[src/rtl/uart_tx_feeder.sv]
// uart_tx_feeder: byte FIFO plus launch controller driving the UART transmitter's DATA_VALID/Busy handshake.
// Defining UART_FEEDER_OVERFLOW_EN adds a sticky OVERFLOW flag with CLR_OVF clear.
module uart_tx_feeder #(
    parameter int WIDTH      = 8,
    parameter int DEPTH      = 16,
    parameter int ADDR_WIDTH = 4
) (
    input  logic                  CLK,
    input  logic                  RST,
    input  logic [WIDTH-1:0]      WR_DATA,
    input  logic                  WR_EN,
    output logic                  FULL,
    output logic                  EMPTY,
    output logic [ADDR_WIDTH:0]   COUNT,
    output logic [WIDTH-1:0]      P_DATA,
    output logic                  DATA_VALID,
    input  logic                  Busy
`ifdef UART_FEEDER_OVERFLOW_EN
    ,
    output logic                  OVERFLOW,
    input  logic                  CLR_OVF
`endif
);

    typedef enum logic [1:0] {
        S_IDLE,
        S_LAUNCH,
        S_WAIT_BUSY,
        S_WAIT_DONE
    } state_t;

    localparam logic [ADDR_WIDTH-1:0] PTR_ONE  = ADDR_WIDTH'(1);
    localparam logic [ADDR_WIDTH:0]   CNT_ONE  = (ADDR_WIDTH+1)'(1);
    localparam logic [ADDR_WIDTH:0]   CNT_FULL = (ADDR_WIDTH+1)'(DEPTH);

    state_t                state_q, state_d;
    logic [WIDTH-1:0]      mem_q [DEPTH];
    logic [ADDR_WIDTH-1:0] wr_ptr_q, wr_ptr_d;
    logic [ADDR_WIDTH-1:0] rd_ptr_q, rd_ptr_d;
    logic [ADDR_WIDTH:0]   count_q, count_d;
    logic [WIDTH-1:0]      pdata_q, pdata_d;
    logic                  full_q, empty_q, dv_q;
    logic                  wr_accept, pop;

    // A write seen while full is lost even if a pop happens on the same edge.
    assign wr_accept = WR_EN && !full_q;

    always_comb begin
        state_d = state_q;
        pop     = 1'b0;
        case (state_q)
            S_IDLE: begin
                if (!empty_q && !Busy) begin
                    state_d = S_LAUNCH;
                    pop     = 1'b1;
                end
            end
            S_LAUNCH:    state_d = S_WAIT_BUSY;
            S_WAIT_BUSY: if (Busy)  state_d = S_WAIT_DONE;
            S_WAIT_DONE: if (!Busy) state_d = S_IDLE;
            default:     state_d = S_IDLE;
        endcase
    end

    always_comb begin
        wr_ptr_d = wr_ptr_q;
        rd_ptr_d = rd_ptr_q;
        count_d  = count_q;
        pdata_d  = pdata_q;
        if (wr_accept) wr_ptr_d = wr_ptr_q + PTR_ONE;
        if (pop) begin
            rd_ptr_d = rd_ptr_q + PTR_ONE;
            pdata_d  = mem_q[rd_ptr_q];
        end
        case ({wr_accept, pop})
            2'b10:   count_d = count_q + CNT_ONE;
            2'b01:   count_d = count_q - CNT_ONE;
            default: count_d = count_q;
        endcase
    end

    always_ff @(posedge CLK) begin
        if (wr_accept) mem_q[wr_ptr_q] <= WR_DATA;
    end

    // Flags and the launch pulse are registered from next-state values so they line up with COUNT.
    always_ff @(posedge CLK or negedge RST) begin
        if (!RST) begin
            state_q  <= S_IDLE;
            wr_ptr_q <= '0;
            rd_ptr_q <= '0;
            count_q  <= '0;
            pdata_q  <= '0;
            full_q   <= 1'b0;
            empty_q  <= 1'b1;
            dv_q     <= 1'b0;
        end else begin
            state_q  <= state_d;
            wr_ptr_q <= wr_ptr_d;
            rd_ptr_q <= rd_ptr_d;
            count_q  <= count_d;
            pdata_q  <= pdata_d;
            full_q   <= (count_d == CNT_FULL);
            empty_q  <= (count_d == '0);
            dv_q     <= (state_d == S_LAUNCH);
        end
    end

    assign FULL       = full_q;
    assign EMPTY      = empty_q;
    assign COUNT      = count_q;
    assign P_DATA     = pdata_q;
    assign DATA_VALID = dv_q;

`ifdef UART_FEEDER_OVERFLOW_EN
    logic ovf_q;

    always_ff @(posedge CLK or negedge RST) begin
        if (!RST) begin
            ovf_q <= 1'b0;
        end else if (WR_EN && full_q) begin
            ovf_q <= 1'b1;
        end else if (CLR_OVF) begin
            ovf_q <= 1'b0;
        end
    end

    assign OVERFLOW = ovf_q;
`endif

endmodule
[config.mk]
export PLATFORM = sky130hd
export DESIGN_NAME = uart_tx_feeder
export DESIGN_NICKNAME = d
export VERILOG_FILES = /design/src/rtl/uart_tx_feeder.sv
export SDC_FILE = /design/constraint.sdc
export NUM_CORES = 1
export LEC_CHECK = 0
export ABC_AREA = 1
export CAP_MARGIN = 20
export CORE_MARGIN = 4
export CORE_UTILIZATION = 40
export DETAILED_ROUTE_END_ITERATION = 10
export DONT_BUFFER_PORTS = 1
export GPL_ROUTABILITY_DRIVEN = 0
export HOLD_SLACK_MARGIN = 0.03
export PLACE_DENSITY_LB_ADDON = 0.1
export SKIP_LAST_GASP = 1
export SYNTH_ARGS = -nofsm -noshare
export SYNTH_HDL_FRONTEND = slang
export SYNTH_SLANG_ARGS = --single-unit
export TNS_END_PERCENT = 5
[constraint.sdc]
create_clock -name CLK -period 2.42 [get_ports CLK]
set_input_delay 0.242 -clock CLK [delete_from_list [all_inputs] [get_ports CLK]]
set_output_delay 0.242 -clock CLK [all_outputs]
set_load 0.02 [all_outputs]
After elaboration in Yosys (flattened, before gate mapping)
Memory sizes are Yosys's and may differ from the RTL's. A register that Yosys moved wholly into a read port is not among the register bits. Cells that the tools add are included.

RAM bits: 128. ROM bits: 0. Output and inout port bits: 16. Register bits: 18. Word-level logic and storage cells: 36. Latch bits: 0. Memories kept: 1.

Memories: mem_q (words 16, width 8, read ports 1, clocked after memory_dff 1, write ports 1, RTL line 37) `logic [WIDTH-1:0] mem_q [DEPTH];`.

$lt $le $gt $ge: 0. Bitwise operators: 0. Reduce and logical (&&, ||, !) cells: 8. Eq/ne operators: 7. Shift operators: 0. Mux-type cells: 9. Multipliers: 0. Add/sub/neg operators: 4. Divide/modulo/power cells: 0.

Operator list (count): 5-bit case mux with 2 select lines (1); 4-bit by 1-bit adder with 4-bit output, second input constant (2); 2-bit case mux with 4 select lines (1); 2-bit by 1-bit equality test with 1-bit output, second input constant (3); 2-bit equality test, second input constant (3); 2-bit two-way mux (3); 5-bit by 1-bit adder with 5-bit output, second input constant (1); 5-bit equality test, second input constant (1); 5-bit logical NOT (1); 5-bit by 1-bit subtractor with 5-bit output, second input constant (1); 1-bit logical NOT (4); 1-bit two-way mux (4); 1-bit logical AND (2); 2-bit logical NOT (1).

Longest topological paths before layout
Gate-level depths: netlist of run 1.

Depth in word-level cells: 7. Gate-level depth with buffers: 18.

Worst setup path after synthesis of run 1
OpenSTA, ideal clock, no wires.

Path kind: reg-to-reg. From: reg empty_q (netlist: EMPTY). To: reg full_q (netlist: FULL). Arrival time: 2.122 ns. Slack: 0.229 ns. Stages on the path, launching flop included: 13. Cells stage by stage: dfstp_2 -> nor2_4 -> nand2_1 -> inv_1 -> buf_2 -> ha_1 -> inv_2 -> nand2_1 -> o21ai_0 -> or2_2 -> nor2_1 -> nand3_2 -> nor2_2.

Word-level cells in the longest chain between the ends: 7.

Ends and longest elaborated chain: start: declaration (RTL line 42) `logic full_q, empty_q, dv_q;`; start signal: assignment (RTL line 104) `empty_q <= (count_d == '0);`; 1-bit logical NOT (*) (RTL line 53) `if (!empty_q && !Busy) begin`; 1-bit logical AND (*) (RTL line 53); 1-bit two-way mux (*) (RTL line 53); 1-bit two-way mux (*) (RTL line 51) `case (state_q)`; 2-bit by 1-bit equality test with 1-bit output or 2-bit equality test (tied branches) (RTL line 75) `case ({wr_accept, pop})`; 5-bit case mux with 2 select lines (*) (RTL line 75); net count_d[1] (RTL line 40) `logic [ADDR_WIDTH:0] count_q, count_d;`; 5-bit equality test (*) (RTL line 103) `full_q <= (count_d == CNT_FULL);`; end signal: assignment (RTL line 103); end: declaration (RTL line 42).

Mark *: on every way through the listed nets, which the timed path passes. The rest lies on a longest branch. A chain may end at the register's enable or synchronous reset.

Worst setup path in the final report of run 1
From: reg empty_q (netlist: EMPTY). To: reg empty_q (netlist: EMPTY).

Word-level cells in the longest chain between the ends: 7.

Ends and longest elaborated chain (RTL line): 1-bit logical NOT (*) (53); 1-bit logical AND (*) (53); 1-bit two-way mux (*) (53); 1-bit two-way mux (*) (51); 2-bit by 1-bit equality test with 1-bit output or 2-bit equality test (tied branches) (75); 5-bit case mux with 2 select lines (*) (75); net count_d[1] (40); 5-bit logical NOT (*) (104).

Marked as above.

==> metrics.md, run 1 <==
| Metric | Value |
|---|---|
| Result of the run | `complete, no violations` |
| Post-synthesis cell count | `507` |
| Clock network latency to the later pin of the worst-skew pair | `0.42 ns` |
| Switching component of the power | `0.00328 W` |
| Number of buffers created by CTS | `17` |
| Post-Route Skew | `0.00624 ns` |
| Final setup violation count | `0` |
| Die Width | `134 um` |
| Ratio of final minimum period to clock period | `87.8%` |
| Kind of end point of the critical path | `flip-flop` |
| Maximum buffer depth of the clock tree | `2` |
| Area growth, synth to finish | `18.5%` |
| Main synth FF type | `sky130_fd_sc_hd__edfxtp_1` |
| Post-CTS sizing | `0` |
| Residual DRC count | `0` |
| Layout cells sized above 1 | `14.0%` |
| Slew at the pin closest to its max-slew limit | `0.713 ns` |
| Global routing met2 resource utilization | `27.6%` |
| Post-CTS clock slew at the launch and capture registers of the worst setup and hold paths | `0.06 ns` |
| Die Footprint | `17800 sq um` |
| Max transition margin | `52.3%` |
| Ordered cell list for the critical path | `nor2_4, nand2_1, inv_1, ha_1, inv_2, nand2_1, o21ai_0, or2_2, nor2_1, nand3_2, nor2_1` |
| Final core area utilization | `48.8%` |
| Path type of the worst min-delay path | `in2reg` |
| Data arrival at the endpoint of the critical path | `2.48 ns` |
| CP Max Fanout | `6` |
| Async set-reset flop share out of synthesis | `16.9%` |
| First-pass GRT wire length | `23900 um` |
| Design internal power | `0.00602 W` |
| Initial antenna violation count | `0` |
| Iteration-0 DRC count of the detailed router | `405` |
| Total Nets Final | `563` |
| Instance area after placement | `6710 sq um` |
| Post-synthesis sequential area ratio | `71.3%` |
| Synthesized netlist net count | `526` |
| Total wirelength of the detailed-routed design | `15000 um` |
| Synth area leaders | `sky130_fd_sc_hd__edfxtp_1 (61%), sky130_fd_sc_hd__dfrtp_1 (9.9%), sky130_fd_sc_hd__nor2_1 (5.5%)` |
| Number of cell rows | `45` |
| Global-route layer with the greatest usage | `met2` |
| Final cell count without fillers | `768` |
| I/O Pins | `28` |
| Setup TNS | `0 ns` |
| Total power per unit cell area | `1240 nW/um^2` |
| Largest net degree at the start of global routing | `53` |
| Total standard cell area after synthesis | `6310 sq um` |
| Post-Synthesis Mean Instance Area | `12.4 sq um` |
| Warning count from the yosys run | `0` |
| Number of optimization iterations in the first detailed-route pass | `5` |
| Peak supply drop | `604 uV` |
| Fraction of post-synthesis cell area in the top cell type by area | `61.0%` |
| IO buf count | `0` |
| Placed insts | `724` |
| Via count of the first global-routing pass | `4115` |
| Vias after detailed routing | `4038` |
| Post-DR vias/cell | `5.26` |
| Portion of total power attributed to the clock network | `30.6%` |
| Initial core utilization | `41.2%` |
| Post-synth EDFFs | `128` |
| Sequential cell fraction of total power | `39.5%` |
| Switching share of power | `35.2%` |
| WP data required | `2.77 ns` |
| Fmax | `471 MHz` |
| Type of the worst setup path | `reg2reg` |
| Period minus WS final | `2.13 ns` |
| Filler cell count | `1372` |
| Met1 GRT Util | `25.3%` |
| Antenna viol nets, final | `0` |
| H-tree depth | `4` |
| Slowest library cell on the worst path | `sky130_fd_sc_hd__dfstp_2` |
| Number of distinct library cell variants in the gate-level netlist after synthesis | `33` |
| Post-DP HPWL | `9450 um` |
| Slowest cell delay on critical path | `0.55 ns` |
| CP startpoint kind | `flip-flop` |
| Number of failing hold endpoints at the final stage | `0` |
| Finished Cell Area | `7470 sq um` |
| Setup repair after global routing missed its margin | `no` |
| Overflow left after global routing | `0` |
| Antenna diode count | `0` |
| Number of sinks handled by clock tree synthesis | `154` |
| Cell leakage power | `2.67 nW` |
| Flops & latches, synth | `154` |
| Share of power burned in combinational logic | `30.0%` |
| Global-route usage over all layers | `17.8%` |
| CTS root buf | `sky130_fd_sc_hd__clkbuf_16` |
| Vertical die dimension | `134 um` |
| Core Region | `15300 sq um` |
| Clock tree from TritonCTS | `done` |
| Met3 usage in global routing | `3.66%` |
| Post-synthesis cell type with the largest combined area | `sky130_fd_sc_hd__edfxtp_1` |
| Avg WL per Cell | `19.5 um` |
| Max-cap violation count | `0` |
| Final Slew Violations | `0` |
-- path summary, 6_finish.rpt --
check | startpoint | endpoint | slack [ns] | cells past startpoint
hold / removal | Busy | DATA_VALID | 0.08 | 3
min in group asynchronous | RST | COUNT[2] | 0.25 | 2
setup reg to reg | EMPTY | EMPTY | 0.29 | 11
max in group asynchronous | RST | EMPTY | 1.93 | 2
hold reg to reg | state_q[0] | state_q[1] | 0.58 | 2
setup / recovery | EMPTY | EMPTY | 0.29 | 11
-- final cells by class --
| class | instances | area (sq um) | area share (%) |
|---|---|---|---|
| repair buffers | 44 | 383 | 5.13 |
| inverters | 30 | 113 | 1.51 |
| clock buffers | 19 | 433 | 5.80 |
| flip-flops and latches | 154 | 4500 | 60.2 |
| multi-input cells | 297 | 1580 | 21.2 |
| well taps | 211 | 264 | 3.53 |
| clock inverters | 13 | 199 | 2.66 |
-- registers in the layout, indices dropped and copies added (netlist names), 2 cells and up --
| name | cells |
|---|---|
| state_q | 2 |
| P_DATA | 8 |
| mem_q | 128 |
| wr_ptr_q | 4 |
| COUNT | 5 |
| rd_ptr_q | 4 |
-- power by group through the flow --
| stage | clock network [W] | registers [W] | logic (W) |
|---|---|---|---|
| floorplan | 0 | 0.00367 | 0.00182 |
| global placement | 0 | 0.00371 | 0.00272 |
| global route | 0.00300 | 0.00371 | 0.00312 |
| finish | 0.00284 | 0.00367 | 0.00278 |
| detailed placement | 0 | 0.00373 | 0.00274 |
| CTS | 0.00289 | 0.00367 | 0.00281 |
-- layout by cell type (no fill, tap or decap), drive strengths merged --
master,Yosys,routed
buf,14,33
xnor2,1,1
or2,1,1
inv,29,30
o21ai,73,73
clkbuf,12,19
o21bai,1,1
nor2,96,96
a31oi,8,8
ha,7,7
xor2,7,7
dfstp,1,1
nand2,40,40
bufinv,0,5
nand4,5,5
edfxtp,128,128
dfrtp,25,25
clkinvlp,0,3
o22ai,5,5
dlygate4sd3,0,11
clkinv,1,5
o221ai,22,22
nand3,21,21
a21oi,10,10
-- Yosys cell counts, types with 4 or more instances --
library cell	n
sky130_fd_sc_hd__inv_1	27
sky130_fd_sc_hd__buf_2	13
sky130_fd_sc_hd__nor2_1	93
sky130_fd_sc_hd__a21oi_1	10
sky130_fd_sc_hd__o21ai_0	64
sky130_fd_sc_hd__nand3_1	18
sky130_fd_sc_hd__o21ai_1	9
sky130_fd_sc_hd__nand4_1	4
sky130_fd_sc_hd__dfrtp_1	25
sky130_fd_sc_hd__xor2_1	6
sky130_fd_sc_hd__o221ai_1	22
sky130_fd_sc_hd__edfxtp_1	128
sky130_fd_sc_hd__ha_1	7
sky130_fd_sc_hd__a31oi_1	8
sky130_fd_sc_hd__clkbuf_1	10
sky130_fd_sc_hd__o22ai_1	5
sky130_fd_sc_hd__nand2_1	36
-- metal layers --
metal  part of all wire (%)  up-vias  routed length, um
met5                      0        -                  0
met4                    1.4        0                211
met3                    3.5       15                518
met2                     48       75               7260
met1                     47     2049               7020
li1                       -     1899                  -
-- worst max-delay path: cells and delay by family (launching register included) --
kind | cells | cell delay [ns]
adder cells (fa/ha/maj) | 1 | 0.36
AND/OR/NAND/NOR | 7 | 0.87
AO/OA/AOI/OAI | 1 | 0.09
buffers and inverters | 2 | 0.17
flip-flops | 1 | 0.55
-- per-stage QoR --
stage	hold WS [ns]	power, W	setup slack, ns
global placement	-0.0527	0.00643	0.344
CTS	0.0706	0.00938	0.282
finish	0.0838	0.00929	0.295
global route	0.0848	0.00984	0.133
detailed placement	-0.0526	0.00646	0.301
floorplan	-0.0536	0.00549	0.229
-- cells by family after synthesis --
kind of cell               count (synthesis)  share of synthesized area (%)
AOI/OAI and AO/OA                        119                           11.1
adders and majority gates                  7                           1.39
xor gates and xnor gates                   8                           1.23
DFF                                      154                           71.3
buffers and inverters                     56                           3.63
and+or+nand+nor                          163                           11.4
-- what timing repair did --
item                      in CTS  in global routing
hold buffers                  12                  0
setup buffers                  0                  0
hold endpoints to repair     157                  0
Note: power is estimated with default switching activity, not from simulation.
==> inputs of run 2 (changes only) <==
ABC_CLOCK_PERIOD_IN_PS = 2420   (was default)
==> results of run 2 <==
Same layout as run 1: the final DEF is identical, and so are final timing and power.
